`src/rtl/decade_timer_ctrl_if.sv`:
```
// Control/status bundle between the board command logic, the timer
// controller and the cascaded BCD counter chain.
interface decade_timer_ctrl_if #(
  parameter int N_DIGITS = 4
);
  // Commands from the push-button/switch side.
  logic                  start;
  logic                  stop;
  logic                  clear;
  logic                  mode_up;
  logic [4*N_DIGITS-1:0] preset;

  // Live value fed back from the counter chain.
  logic [4*N_DIGITS-1:0] digits;

  // Strobes and status driven by the controller.
  logic                  cnt_en;
  logic                  cnt_up;
  logic                  cnt_load;
  logic [4*N_DIGITS-1:0] cnt_load_val;
  logic                  cnt_clr;
  logic                  running;
  logic                  done;
  logic                  err;
  logic [2:0]            state;

  // Environment side: issues commands, presents the chain value.
  modport master (
    output start, stop, clear, mode_up, preset, digits,
    input  cnt_en, cnt_up, cnt_load, cnt_load_val, cnt_clr,
           running, done, err, state
  );

  // Controller side.
  modport slave (
    input  start, stop, clear, mode_up, preset, digits,
    output cnt_en, cnt_up, cnt_load, cnt_load_val, cnt_clr,
           running, done, err, state
  );
endinterface

```
`src/rtl/decade_timer_ctrl.sv`:
```
// Sequencing controller for a cascaded BCD decade counter chain: turns
// start/stop/clear commands into load/clear/direction strobes and a
// prescaled count-enable, and stops on the terminal value.
module decade_timer_ctrl #(
  parameter int N_DIGITS = 4,
  parameter int PRESCALE = 1000
) (
  input  logic                clk,
  input  logic                reset,
  decade_timer_ctrl_if.slave  bus
);

  localparam int W  = 4 * N_DIGITS;
  localparam int PW = (PRESCALE > 2) ? $clog2(PRESCALE) : 1;
  localparam logic [PW-1:0] PS_LAST = PW'(PRESCALE - 1);

  typedef enum logic [2:0] {
    IDLE  = 3'd0,
    LOAD  = 3'd1,
    ARM   = 3'd2,
    RUN   = 3'd3,
    PAUSE = 3'd4,
    DONE  = 3'd5
  } state_t;

  state_t        state_q;
  state_t        state_d;

  logic          start_prev;
  logic          stop_prev;
  logic          clear_prev;
  logic          start_edge;
  logic          stop_edge;
  logic          clear_edge;

  logic [W-1:0]  target_reg;
  logic          dir_reg;
  logic [PW-1:0] prescaler;

  logic          preset_ok;
  logic          terminal;
  logic          start_ready;
  logic          start_accept;
  logic          run_go;
  logic          load_strobe;

  // Command edge detectors; history flops clear on reset so a level already
  // high at reset release still yields an edge in the first cycle.
  always_ff @(posedge clk or negedge reset) begin
    if (!reset) begin
      start_prev <= 1'b0;
      stop_prev  <= 1'b0;
      clear_prev <= 1'b0;
    end else begin
      start_prev <= bus.start;
      stop_prev  <= bus.stop;
      clear_prev <= bus.clear;
    end
  end

  // Edges are qualified by reset so no combinational strobe can leak out
  // while the block is held in reset.
  always_comb begin
    start_edge = reset & bus.start & ~start_prev;
    stop_edge  = reset & bus.stop  & ~stop_prev;
    clear_edge = reset & bus.clear & ~clear_prev;
  end

  // A preset is usable only if every nibble is a legal BCD digit.
  always_comb begin
    preset_ok = 1'b1;
    for (int unsigned i = 0; i < N_DIGITS; i++) begin
      if (bus.preset[4*i +: 4] > 4'd9) preset_ok = 1'b0;
    end
  end

  // Terminal value and event qualification for the current cycle.
  always_comb begin
    terminal     = dir_reg ? (bus.digits == target_reg) : (bus.digits == '0);
    start_ready  = (state_q == IDLE) || (state_q == DONE);
    start_accept = start_ready && start_edge && !clear_edge && preset_ok;
    // Prescaler only advances in RUN when no higher-priority event claims
    // the cycle (clear > terminal > stop > start > tick).
    run_go       = (state_q == RUN) && !clear_edge && !terminal && !stop_edge;
    load_strobe  = (state_q == LOAD) && !dir_reg && !clear_edge;
  end

  // State register.
  always_ff @(posedge clk or negedge reset) begin
    if (!reset) state_q <= IDLE;
    else        state_q <= state_d;
  end

  // Next-state logic.
  always_comb begin
    state_d = state_q;
    if (clear_edge) begin
      state_d = IDLE;
    end else begin
      case (state_q)
        IDLE, DONE: if (start_edge && preset_ok) state_d = LOAD;
        LOAD:       state_d = ARM;
        ARM:        state_d = RUN;
        RUN: begin
          if (terminal)       state_d = DONE;
          else if (stop_edge) state_d = PAUSE;
        end
        PAUSE: begin
          // Stop outranks start, so a coincident pair keeps us paused.
          if (stop_edge)       state_d = PAUSE;
          else if (start_edge) state_d = RUN;
        end
        default:    state_d = IDLE;
      endcase
    end
  end

  // Target and direction are captured only on an accepted start.
  always_ff @(posedge clk or negedge reset) begin
    if (!reset) begin
      target_reg <= '0;
      dir_reg    <= 1'b1;
    end else if (start_accept) begin
      target_reg <= bus.preset;
      dir_reg    <= bus.mode_up;
    end
  end

  // Prescaler: zeroed in ARM, counts in RUN, frozen everywhere else.
  always_ff @(posedge clk or negedge reset) begin
    if (!reset) begin
      prescaler <= '0;
    end else if (state_q == ARM) begin
      prescaler <= '0;
    end else if (run_go) begin
      prescaler <= (prescaler == PS_LAST) ? '0 : prescaler + 1'b1;
    end
  end

  // Output decode.
  always_comb begin
    bus.cnt_en       = run_go && (prescaler == PS_LAST);
    bus.cnt_up       = dir_reg;
    bus.cnt_load     = load_strobe;
    bus.cnt_load_val = load_strobe ? target_reg : '0;
    bus.cnt_clr      = clear_edge || ((state_q == LOAD) && dir_reg);
    bus.running      = (state_q == RUN);
    bus.done         = (state_q == DONE);
    bus.err          = start_ready && start_edge && !clear_edge && !preset_ok;
    bus.state        = state_q;
  end

endmodule
```
`src/flat_wrapper.sv`:
```
// flat-port wrapper written by rule: the top's interface ports become plain ports
module decade_timer_ctrl_flat 
#(
  parameter int N_DIGITS = 4,
  parameter int PRESCALE = 1000
)
  (clk, reset, bus_start, bus_stop, bus_clear, bus_mode_up, bus_preset, bus_digits, bus_cnt_en, bus_cnt_up, bus_cnt_load, bus_cnt_load_val, bus_cnt_clr, bus_running, bus_done, bus_err, bus_state);
  decade_timer_ctrl_if #(.N_DIGITS(N_DIGITS)) bus_i ();
  input  logic clk;
  input  logic reset;
  input wire logic [$bits(bus_i.start)-1:0] bus_start;
  input wire logic [$bits(bus_i.stop)-1:0] bus_stop;
  input wire logic [$bits(bus_i.clear)-1:0] bus_clear;
  input wire logic [$bits(bus_i.mode_up)-1:0] bus_mode_up;
  input wire logic [$bits(bus_i.preset)-1:0] bus_preset;
  input wire logic [$bits(bus_i.digits)-1:0] bus_digits;
  output wire logic [$bits(bus_i.cnt_en)-1:0] bus_cnt_en;
  output wire logic [$bits(bus_i.cnt_up)-1:0] bus_cnt_up;
  output wire logic [$bits(bus_i.cnt_load)-1:0] bus_cnt_load;
  output wire logic [$bits(bus_i.cnt_load_val)-1:0] bus_cnt_load_val;
  output wire logic [$bits(bus_i.cnt_clr)-1:0] bus_cnt_clr;
  output wire logic [$bits(bus_i.running)-1:0] bus_running;
  output wire logic [$bits(bus_i.done)-1:0] bus_done;
  output wire logic [$bits(bus_i.err)-1:0] bus_err;
  output wire logic [$bits(bus_i.state)-1:0] bus_state;
  assign bus_i.start = bus_start;
  assign bus_i.stop = bus_stop;
  assign bus_i.clear = bus_clear;
  assign bus_i.mode_up = bus_mode_up;
  assign bus_i.preset = bus_preset;
  assign bus_i.digits = bus_digits;
  assign bus_cnt_en = bus_i.cnt_en;
  assign bus_cnt_up = bus_i.cnt_up;
  assign bus_cnt_load = bus_i.cnt_load;
  assign bus_cnt_load_val = bus_i.cnt_load_val;
  assign bus_cnt_clr = bus_i.cnt_clr;
  assign bus_running = bus_i.running;
  assign bus_done = bus_i.done;
  assign bus_err = bus_i.err;
  assign bus_state = bus_i.state;
  decade_timer_ctrl #(.N_DIGITS(N_DIGITS), .PRESCALE(PRESCALE)) u_core (.clk(clk), .reset(reset), .bus(bus_i));
endmodule
```
`config.mk`:
```
export PLATFORM = sky130hd
export DESIGN_NAME = decade_timer_ctrl_flat
export DESIGN_NICKNAME = d
export VERILOG_FILES = /design/src/rtl/decade_timer_ctrl_if.sv /design/src/rtl/decade_timer_ctrl.sv /design/src/flat_wrapper.sv
export SDC_FILE = /design/constraint.sdc
export NUM_CORES = 1
export LEC_CHECK = 0
export CAP_MARGIN = 20
export CORE_MARGIN = 10
export CORE_UTILIZATION = 42
export DETAILED_ROUTE_END_ITERATION = 12
export PLACE_DENSITY = 0.81
export SLEW_MARGIN = 10
export SYNTH_ARGS = -nofsm -noshare
export SYNTH_HDL_FRONTEND = slang
export SYNTH_SLANG_ARGS = --single-unit
```
`constraint.sdc`:
```
create_clock -name clk -period 1.8 [get_ports clk]
set_clock_uncertainty 0.2 [all_clocks]
set_input_delay 0.36 -clock clk [delete_from_list [all_inputs] [get_ports clk]]
set_output_delay 0.36 -clock clk [all_outputs]
set_load 0.02 [all_outputs]
```
==> results_dict.tcl, run 1 <==
set metrics [dict create \
    cpPeakStageDelay_ns 0.43 \
    violations "negative setup slack" \
    start_util_pct 43.8 \
    fin_nets 393 \
    synthTopCellsByArea "dfrtp_1 38%, xnor2_1 7.1%, mux2_1 5.4%, and2_1 4.8%, mux2_2 3.8%" \
    cts_made_buffers 5 \
    internal-power_mw 3.06 \
    ys_types 54 \
    rsz0062_at_grt "true" \
    clkPwrFrac_pct 14.9 \
    setup_violations 52 \
    clkTransAtPathRegs_ns 0.07 \
    synth_nets 241 \
    synth_top_family_by_area "simple AND/OR/NAND/NOR gates" \
    grt_use_total_pct 21.3 \
    drc 0 \
    relSlewSlack_pct 76.4 \
    die_h_um 90.4 \
    insertion_delay_ns 0.29 \
    power_density_mw_per_mm2 1200 \
    status "finished with violations" \
    synthesis.area_mm2 0.00208 \
    worst_setup_path_end_kind "output port" \
    io_pins 64 \
    fin_crit_sh_pct 141 \
    final_hold_viol_count 0 \
    gp_congestion 0.946 \
    htreeDepth 2 \
    fmax_ghz 0.394 \
    syn_inst 202 \
    cp_max_fo 3 \
    die_w_um 90.4 \
    switching_power_mw 1.93 \
    rows 25 \
    first_pass_iters 5 \
    finalCriticalPeriod_ns 2.54 \
    ys_seq_area_share_pct 39.7 \
    tightest_slew_ns 0.354 \
    numPortBuffers 63 \
    vdd_ir_drop_max_mv 0.658 \
    grt_start_max_net_pins 18 \
    largest_register_ffs 16 \
    hold_path.class "input port to asynchronous set/reset pin" \
    synthMuxAreaShare_pct 10.6 \
    die_area_mm2 0.00818 \
    synth_top_cell_by_area "dfrtp_1" \
    cp-start-kind "register" \
    area_delta_synth_final_pct 98.9 \
    path_delay_family "simple AND/OR/NAND/NOR gates" \
    synth-simple-area-share_pct 25.8 \
    syn_area_per_cell_um2 10.3 \
    fillers 207 \
    place_inst 391 \
    antenna_found_initial 0 \
    postSynth.asyncResetShare_pct 100 \
    synth.most_common_cell "dfrtp_1" \
    combPwrFrac_pct 61.7 \
    synthFlopType "dfrtp_1" \
    p_leak_nw 1.84 \
    final_cell_count_no_fill 423 \
    drive_above_1_share_pct 62.0 \
    yosysTopAreaCellShare_pct 38.4 \
    cts_tree "done" \
    clock_path_buffers 2 \
    synth_compound_area_share_pct 13.7 \
    yosys_warnings 0 \
    wl_per_cell_um 26.3 \
    ys_seq_elements 33 \
    drt_wl_total_um 11100 \
    core_mm2 0.00475 \
    dpl.hpwl_um 5910 \
    synth_xor_area_share_pct 7.15 \
    drtIter0Drc 277 \
    grt_overflow 0 \
    critPathKind "register to output port" \
    vias 2641 \
    holdWs_ns 0.0352 \
    crit_buf_inv 1 \
    synthAdderAreaFrac_pct 0.601 \
    cp_slowest_cell "dfrtp_1" \
    dp_slack_ns -1.26 \
    cp_cell_sequence "xnor2_1, nand4_1, nor4_4, a211oi_2, nand2_2, nor2_4, buf_6" \
    drv_slew 0 \
    grt_pass1_wl_um 14000 \
    cts_sinks 33 \
    setup_ws_ns -0.740 \
    swShare_pct 38.7 \
    required_ns 1.24 \
    synth_edf_count 0 \
    ant_nets 0 \
    worstPathArrival_ns 1.98 \
    grt_pass1_vias 2523 \
    final.setup.tns_ns -18.61 \
    clock-root-buffer "clkbuf_8" \
    vias_per_cell 6.24 \
    synthTopCellsByCount "32 x dfrtp_1, 17 x xnor2_1, 16 x and2_1" \
    cap_violations 0 \
    final_util_pct 87.1 \
    seqPwrFrac_pct 23.4 \
]
## area by class of cell
| cell class | instances | area (µm²) | area share (%) |
|---|---|---|---|
| Antenna cell | 1 | 2.50 | 0.0604 |
| Clock buffer | 7 | 86.3 | 2.08 |
| Clock inverter | 1 | 30.0 | 0.725 |
| Inverter | 4 | 17.5 | 0.423 |
| Multi-Input combinational cell | 159 | 1620 | 39.1 |
| Sequential cell | 33 | 832 | 20.1 |
| Tap cell | 67 | 83.8 | 2.02 |
| Timing Repair Buffer | 151 | 1470 | 35.5 |
## metal layers
| layer | vias up | track usage [%] | wire length [µm] |
|---|---|---|---|
| met2 | 233 | 38.6 | 5530 |
| met4 | 0 | 10.5 | 684 |
| met3 | 62 | 3.57 | 987 |
| li1 | 1049 | - | - |
| met1 | 1297 | 23.5 | 3900 |
| met5 | - | 0 | 0 |
## what timing repair did
action / 4_1_cts / 5_1_grt
setup buffers: 6 / 17
resized for setup: 224 / 46
hold buffers: 1 / 0
endpoints found under the hold margin: 2 / 0
gates cloned: 2 / 2
pin swaps: 31 / 28
endpoints found under the setup margin: 56 / 55
## cells in the final DEF, fill, tap and decap left out, types with 4 or more instances in the layout
master and n:
nand3_1 5, xnor2_2 6, nor2_1 5, mux2_4 17
clkdlybuf4s50_1 16, dfrtp_1 28, nand4_1 6, nand2_1 8
o211ai_1 6, buf_6 43, buf_4 61, dfrtp_2 4
and2_4 17, xnor2_1 11, dlygate4sd2_1 16, clkbuf_8 6
## worst register-to-register path: cells and delay by family (launching register included)
kind                      cells  cell delay [ns]
and+or+nand+nor               2             0.59
AOI/OAI and AO/OA             3             0.55
DFF                           1             0.43
xor gates and xnor gates      1             0.23
buffers and inverters         1             0.19
## cells by family (layout without fill, tap and decap cells)
kind of cell	after synthesis	count (layout)
adders and majority gates	1	1
other	0	1
AOI/OAI and AO/OA	38	38
buffers and inverters	10	163
xor gates and xnor gates	17	17
muxes	20	20
and+or+nand+nor	83	83
DFF	33	33
## stage by stage
step                instance area [µm²]  total power [mW]
floorplan                          2210              2.28
global placement                   3390              3.19
detailed placement                 3390              3.27
CTS                                3830              4.27
global route                       4140              5.13
finish                             4140              4.98
## final timing paths
kind	startpoint	endpoint	slack, ns	cells past startpoint
setup / recovery	u_core.target_reg[0]$_DFFE_PN0P_	bus_cnt_en	-0.74	7
hold / removal	reset	u_core.target_reg[3]$_DFFE_PN0P_	0.04	2
setup reg to reg	u_core.target_reg[0]$_DFFE_PN0P_	u_core.bus.state[0]$_DFFE_PN0P_	-0.50	7
hold reg to reg	u_core.target_reg[4]$_DFFE_PN0P_	u_core.target_reg[4]$_DFFE_PN0P_	0.40	1
max in group asynchronous	reset	u_core.stop_prev$_DFF_PN0_	0.79	3
min in group clk	bus_start	u_core.start_prev$_DFF_PN0_	0.04	1
## power by group through the flow
stage / Clock, mW / Combinational [mW] / Sequential [mW]
6_report: 0.740 / 3.08 / 1.17
5_1_grt: 0.775 / 3.19 / 1.17
4_1_cts: 0.733 / 2.41 / 1.13
3_5_place_dp: 0 / 2.14 / 1.13
3_3_place_gp: 0 / 2.07 / 1.12
2_1_floorplan: 0 / 1.14 / 1.14
Note: power is estimated with default switching activity, not from simulation.
==> run 2, diff against run 1 <==
Settings changed: SLEW_MARGIN 10 to 30.
==> results of run 2 <==
Same layout as run 1: the final DEF is identical, and so are final timing and power.
